[config.mk]
export PLATFORM = sky130hd
export DESIGN_NAME = btn_mmio_ctrl
export DESIGN_NICKNAME = d
export VERILOG_FILES = /design/src/rtl/btn_mmio_pkg.sv /design/src/rtl/sync_2ff.sv /design/src/rtl/btn_mmio_ctrl.sv
export SDC_FILE = /design/constraint.sdc
export NUM_CORES = 1
export LEC_CHECK = 0
export CAP_MARGIN = 25
export CORE_MARGIN = 3
export CORE_UTILIZATION = 49
export CTS_CLUSTER_DIAMETER = 200
export CTS_CLUSTER_SIZE = 28
export DETAILED_ROUTE_END_ITERATION = 8
export PLACE_DENSITY = 0.79
export RECOVER_POWER = 50
export SLEW_MARGIN = 0
export SYNTH_ARGS = -nofsm -noshare
export SYNTH_HDL_FRONTEND = slang
export SYNTH_SLANG_ARGS = --single-unit
[constraint.sdc]
create_clock -name clk -period 2.5 [get_ports clk]
set_clock_uncertainty 0.05 [all_clocks]
set_input_delay 0.5 -clock clk [delete_from_list [all_inputs] [get_ports clk]]
set_output_delay 0.5 -clock clk [all_outputs]
set_load 0.01 [all_outputs]
[src/rtl/btn_mmio_pkg.sv]
`default_nettype none
// ============================================================================
//  Module   : btn_mmio_pkg
//  Purpose  : Shared types and constants for the memory-mapped pushbutton
//             controller: debounce FSM state type, register word offsets
//             and STATUS register bit positions.
//  Revision : 1.0  initial release
// ============================================================================
package btn_mmio_pkg;

   typedef enum logic [1:0] {
      ST_RELEASED     = 2'd0,
      ST_PRESS_WAIT   = 2'd1,
      ST_PRESSED      = 2'd2,
      ST_RELEASE_WAIT = 2'd3
   } btn_state_t;

   // Register word offsets from BASE_ADDR
   localparam int STATUS_OFS = 0;
   localparam int COUNT_OFS  = 1;

   // STATUS register bit positions
   localparam int STAT_LEVEL_BIT   = 0;
   localparam int STAT_PRESS_BIT   = 1;
   localparam int STAT_RELEASE_BIT = 2;

endpackage
`default_nettype wire

[src/rtl/sync_2ff.sv]
`default_nettype none
// ============================================================================
//  Module   : sync_2ff
//  Purpose  : Two-flop synchroniser for a single asynchronous input bit.
//  Ports    : clk   - destination clock
//             rst_n - asynchronous active-low reset (both flops -> RESET_VAL)
//             i_d   - asynchronous input
//             o_q   - synchronised output (second stage)
//  Revision : 1.0  initial release
// ============================================================================
module sync_2ff #(
   parameter logic RESET_VAL = 1'b1
) (
   input  logic clk,
   input  logic rst_n,
   input  logic i_d,
   output logic o_q
);

   logic r_meta;
   logic r_sync;

   always_ff @(posedge clk or negedge rst_n) begin
      if (!rst_n) begin
         r_meta <= RESET_VAL;
         r_sync <= RESET_VAL;
      end else begin
         r_meta <= i_d;
         r_sync <= r_meta;
      end
   end

   assign o_q = r_sync;

endmodule
`default_nettype wire

[src/rtl/btn_mmio_ctrl.sv]
`default_nettype none
// ============================================================================
//  Module   : btn_mmio_ctrl
//  Purpose  : Memory-mapped pushbutton controller. Synchronises and debounces
//             an active-low board button, keeps sticky press/release flags
//             and a press counter readable/clearable by software, and emits
//             a one-cycle pulse per accepted press.
//  Ports    : clk         - system clock
//             reset       - asynchronous active-low reset
//             btn_n       - raw pushbutton (0 = pressed), asynchronous
//             adr         - processor data address
//             write_data  - processor store data
//             mem_write   - store strobe
//             mem_read    - load strobe
//             hit         - address selects STATUS or COUNT (combinational)
//             read_data   - register read data, 0 unless hit & mem_read
//             press_pulse - one-cycle pulse per accepted press
//  Revision : 1.0  initial release
// ============================================================================
module btn_mmio_ctrl
   import btn_mmio_pkg::*;
#(
   parameter int                    DATA_WIDTH      = 22,
   parameter int                    ADDR_WIDTH      = 22,
   parameter logic [ADDR_WIDTH-1:0] BASE_ADDR       = 22'h3F0,
   parameter int                    DEBOUNCE_CYCLES = 500000,
   parameter int                    CNT_WIDTH       = 16
) (
   input  logic                  clk,
   input  logic                  reset,
   input  logic                  btn_n,
   input  logic [ADDR_WIDTH-1:0] adr,
   input  logic [DATA_WIDTH-1:0] write_data,
   input  logic                  mem_write,
   input  logic                  mem_read,
   output logic                  hit,
   output logic [DATA_WIDTH-1:0] read_data,
   output logic                  press_pulse
);

   localparam int DEB_W = $clog2(DEBOUNCE_CYCLES);

   localparam logic [DEB_W-1:0]      c_deb_last    = DEB_W'(DEBOUNCE_CYCLES - 1);
   localparam logic [ADDR_WIDTH-1:0] c_status_addr = BASE_ADDR + ADDR_WIDTH'(STATUS_OFS);
   localparam logic [ADDR_WIDTH-1:0] c_count_addr  = BASE_ADDR + ADDR_WIDTH'(COUNT_OFS);

   btn_state_t           r_state;
   logic [DEB_W-1:0]     r_deb_cnt;
   logic                 r_press_flag;
   logic                 r_release_flag;
   logic [CNT_WIDTH-1:0] r_count;
   logic                 r_press_pulse;

   logic w_btn_s;
   logic w_sel_status;
   logic w_sel_count;
   logic w_wr_status;
   logic w_wr_count;
   logic w_level;
   logic w_unused;

   sync_2ff #(
      .RESET_VAL (1'b1)
   ) u_btn_sync (
      .clk   (clk),
      .rst_n (reset),
      .i_d   (btn_n),
      .o_q   (w_btn_s)
   );

   assign w_sel_status = (adr == c_status_addr);
   assign w_sel_count  = (adr == c_count_addr);
   assign hit          = w_sel_status | w_sel_count;
   assign w_wr_status  = mem_write & w_sel_status;
   assign w_wr_count   = mem_write & w_sel_count;
   assign w_level      = (r_state == ST_PRESSED) || (r_state == ST_RELEASE_WAIT);
   assign press_pulse  = r_press_pulse;

   // Only bits [2:1] of a STATUS store carry meaning.
   assign w_unused = ^write_data;

   // Software clears are applied first so that an FSM event on the same
   // edge (assigned later in this block) takes precedence.
   always_ff @(posedge clk or negedge reset) begin
      if (!reset) begin
         r_state        <= ST_RELEASED;
         r_deb_cnt      <= '0;
         r_press_flag   <= 1'b0;
         r_release_flag <= 1'b0;
         r_count        <= '0;
         r_press_pulse  <= 1'b0;
      end else begin
         r_press_pulse <= 1'b0;

         if (w_wr_status) begin
            if (write_data[STAT_PRESS_BIT])   r_press_flag   <= 1'b0;
            if (write_data[STAT_RELEASE_BIT]) r_release_flag <= 1'b0;
         end
         if (w_wr_count) begin
            r_count <= '0;
         end

         case (r_state)
            ST_RELEASED: begin
               if (!w_btn_s) begin
                  r_state   <= ST_PRESS_WAIT;
                  r_deb_cnt <= '0;
               end
            end
            ST_PRESS_WAIT: begin
               if (w_btn_s) begin
                  r_state <= ST_RELEASED;
               end else if (r_deb_cnt == c_deb_last) begin
                  r_state       <= ST_PRESSED;
                  r_press_pulse <= 1'b1;
                  r_press_flag  <= 1'b1;
                  // A clearing store on this edge still counts this press.
                  r_count       <= w_wr_count ? CNT_WIDTH'(1) : r_count + CNT_WIDTH'(1);
               end else begin
                  r_deb_cnt <= r_deb_cnt + DEB_W'(1);
               end
            end
            ST_PRESSED: begin
               if (w_btn_s) begin
                  r_state   <= ST_RELEASE_WAIT;
                  r_deb_cnt <= '0;
               end
            end
            ST_RELEASE_WAIT: begin
               if (!w_btn_s) begin
                  r_state <= ST_PRESSED;
               end else if (r_deb_cnt == c_deb_last) begin
                  r_state        <= ST_RELEASED;
                  r_release_flag <= 1'b1;
               end else begin
                  r_deb_cnt <= r_deb_cnt + DEB_W'(1);
               end
            end
            default: r_state <= ST_RELEASED;
         endcase
      end
   end

   always_comb begin
      read_data = '0;
      if (mem_read) begin
         if (w_sel_status) begin
            read_data[STAT_LEVEL_BIT]   = w_level;
            read_data[STAT_PRESS_BIT]   = r_press_flag;
            read_data[STAT_RELEASE_BIT] = r_release_flag;
         end else if (w_sel_count) begin
            read_data[CNT_WIDTH-1:0] = r_count;
         end
      end
   end

endmodule
`default_nettype wire

==> results.md <==
- The number of cell rows is 26.
- The number of DRC violations after detailed-routing iteration 0 is between 100 and 150.
- The final antenna-violating net count is 0.
- At the end of routability-driven placement, the weighted congestion stood at around 0.78.
- The number of clock buffers added by TritonCTS is 5.
- The number of clock sinks is 42.
- The share of the core filled with cells in the final layout is roughly 66%.
- The share of synthesized registers carrying an async set or reset is between 90% and 100%.
- The transition time of the tightest slew-check pin is roughly 0.81 ns.
- The all-layer global routing usage is between 20% and 30%.
- The top cell types in the final layout, fill and taps aside, are 40 x sky130_fd_sc_hd__dfrtp_1, 21 x sky130_fd_sc_hd__buf_4, 18 x sky130_fd_sc_hd__o21ai_0.
- The mapped netlist covers 2808 um2.
- In this run the vertical extent of the chip is between 80 and 90 um.
- The checks that failed: negative setup slack.
- CTS built an H-tree with a depth of 2.
- The via count of the first global-routing pass was ~2300.
- The worst hold path class is in -> async.
- The warning count from the yosys run is 0.
- The count of final hold-check violations came to 0.
- The floorplan step defined a core boundary enclosing 5335 um2.
- The number of antenna violations at the first check in global routing is 0.
- The final worst setup slack is -0.00007172 ns.
- The worst setup path is launched from a primary input.
- The number of antenna diodes in the final layout is 0.
- After synthesis, the netlist uses 62 different library cells.
- The flow ran to the end, but the final reports show violations.
- For this run, the leading register cell type out of synthesis is sky130_fd_sc_hd__dfrtp_1.
- The count of max-cap constraint violations is 0.
- The first global-routing pass estimated 10900 um of wire.
- The cell chosen for the clock root is sky130_fd_sc_hd__clkbuf_8.
- Clock-pin slew was measured on the worst setup and hold paths at ~0.070 ns.
- The pre-antenna-repair detailed-routing pass consisted of 4 iterations.
- TritonCTS built the clock tree.
- Summing over every cut layer, the via total after detailed routing is ~2500.
- The number of design rule violations left after detail routing is 0.
- Timing would allow up to about 400 MHz.
- The area growth from synthesis to final layout is 26.07%.
- The overall die width is a little over 80 um.
- Dividing the detail-routed via count by the number of cells gives between 5 and 6.
- The number of instances in the synthesized netlist is about 290.
- The post-route netlist has 26.21% of its cells at a drive strength greater than 1.
- For the final routed database, the setup TNS stands at -0.00007172 ns.
- During I/O placement, the number of pins put on the boundary was between 70 and 80.
- For this run the aggregate overflow at the end of global routing stands at 0.
- Averaged over all synthesized cells, the footprint is between 9 and 10 um2.
- The number of I/O port buffers is 46.
- Entering global routing, the biggest net connects 18 pins.
- STA classifies the critical path endpoint as an output port.
- The worst pin sits at a relative slew slack of roughly 46%.
- Once the floorplan was initialized, standard cells occupied between 50% and 60% of the core.
- The worst setup path is of the in -> out kind.
- No sink is reached through more buffers than the 2 on the longest clock path.
- The static leakage is 1.471 nW.
- STA puts the critical path data arrival time at about 2.0 ns.
- The routed wirelength normalized by instance count is 15.53 um.
- The minimum clock period after layout is 2.500 ns.
- The count of flip-flops with a built-in enable after synthesis is 0.
- The library cell used most frequently in the layout, excluding fill and tap cells, is sky130_fd_sc_hd__dfrtp_1.
- After synthesis the netlist holds a flip-flop and latch count of 42.
- The cell area power density is 350.1 nW/um2.
- Summed over all nets, the half-perimeter wirelength after detailed placement is 4499 um.
- The worst path uses 100.0% of the clock period.
- The number of pins exceeding their max-slew limit in the final report came to 0.
- The count of nets after finishing is roughly 400.
- The floorplan step defined a die boundary enclosing ~6700 um2.
- The worst path required time is around 2 ns.
- The sum of routed wire length over all layers is about 6500 um.
- At the later pin of the worst-skew pair, clock insertion delay measures 0.29 ns.
- Setup repair after global routing could not meet its margin everywhere.
- Along the worst path, the maximum fanout reaches 2.
- Setup violations remaining at the end of the flow were counted as 1.
- The worst ir drop on vdd is ~320 uV.
- Of the synthesized area, sequential elements account for 37.52%.
## worst paths after layout
path	from	to	slack, ns	cells past startpoint
max	adr[16]	hit	-0.00007	6
min	reset	r_release_flag	0.21	1
max reg2reg	r_deb_cnt[0]	r_deb_cnt[18]	0.43	6
min reg2reg	u_btn_sync.r_meta	u_btn_sync.o_q	0.31	0
max in group asynchronous	reset	r_count[6]	1.01	2
min in group clk	u_btn_sync.r_meta	u_btn_sync.o_q	0.31	0
## critical path: stages
cell and delay (ns):
sky130_fd_sc_hd__buf_6 0.09, sky130_fd_sc_hd__or4_4 0.54, sky130_fd_sc_hd__buf_4 0.15, sky130_fd_sc_hd__or3_4 0.33, sky130_fd_sc_hd__nor2_1 0.16, sky130_fd_sc_hd__buf_2 0.17
## sequential cells by signal, summed over array words and instances, names as in the netlist, named ones only
name	count
press_pulse	1
u_btn_sync.o_q	1
r_deb_cnt	19
r_press_flag	1
r_count	16
r_state	1
u_btn_sync.r_meta	1
r_release_flag	1
## per-stage QoR
step           cell area, um2  total power [mW]  setup slack [ns]  std cells  hold slack (ns)
2_1_floorplan            2826            0.7699            0.2021        293           0.1544
3_5_place_dp             3343            0.8402           -0.7331        405           0.2969
3_3_place_gp             3343            0.8362           -0.6845        405           0.2956
6_report                 3540             1.239       -0.00007172        421           0.2107
4_1_cts                  3458             1.246          -0.01453        419          0.06318
5_1_grt                  3540             1.298          -0.03214        421           0.2634
## final cells by class
type                            instances  area (um2)
Clock buffer                            7       76.32
Fill cell                             453        1795
Inverter                                6       22.52
Multi-Input combinational cell        225        1672
Sequential cell                        42        1054
Tap cell                               70       87.58
Timing Repair Buffer                   71       628.1
## routing by layer
metal	up-vias	share of wire [%]	GRT usage, %
li1	1212	-	-
met1	1184	45	30.01
met2	77	48	32.90
met3	8	5.9	3.509
met4	0	1.0	3.654
met5	-	0	0
## kinds of logic after synthesis
| kind of cell | count (synthesis) | share of synthesized area, % |
|---|---|---|
| simple gates | 132 | 33.11 |
| compound gates | 66 | 15.11 |
| flops | 42 | 37.52 |
| buf+inv | 26 | 6.016 |
| mux | 13 | 4.679 |
| xor+xnor | 6 | 2.540 |
| fa+ha+maj | 2 | 0.8911 |
| other cells | 1 | 0.1336 |
## Yosys cell counts (all sizes together) (6+ instances only)
| cell | n | area share, % |
|---|---|---|
| a21oi | 17 | 3.0 |
| nand4 | 15 | 4.1 |
| or4 | 12 | 3.3 |
| nor3 | 9 | 2.6 |
| or3 | 6 | 1.6 |
| nand2 | 19 | 2.6 |
| o21bai | 7 | 1.9 |
| nand3 | 10 | 2.9 |
| nor4 | 6 | 1.6 |
| mux2i | 12 | 4.3 |
| o21ai | 19 | 3.4 |
| buf | 16 | 4.7 |
| and3 | 10 | 2.4 |
| o31ai | 11 | 2.9 |
| dfrtp | 40 | 36 |
| inv | 6 | 0.80 |
| and2 | 15 | 3.4 |
| nor2 | 11 | 1.5 |
## what timing repair did
item,in CTS,in global routing
cloned,1,0
setup endpoints to repair,17,17
pin swaps,13,9
gates resized for setup,105,23
hold buffers,0,0
buffers inserted,6,2
## where the power goes
group          leakage, nW  internal (mW)  switching (mW)
combinational        0.900         0.0618          0.0639
clock               0.0383          0.192           0.215
sequential           0.533          0.691          0.0146
total                 1.47          0.946           0.293
No activity file was read; power rests on OpenSTA's default activity.
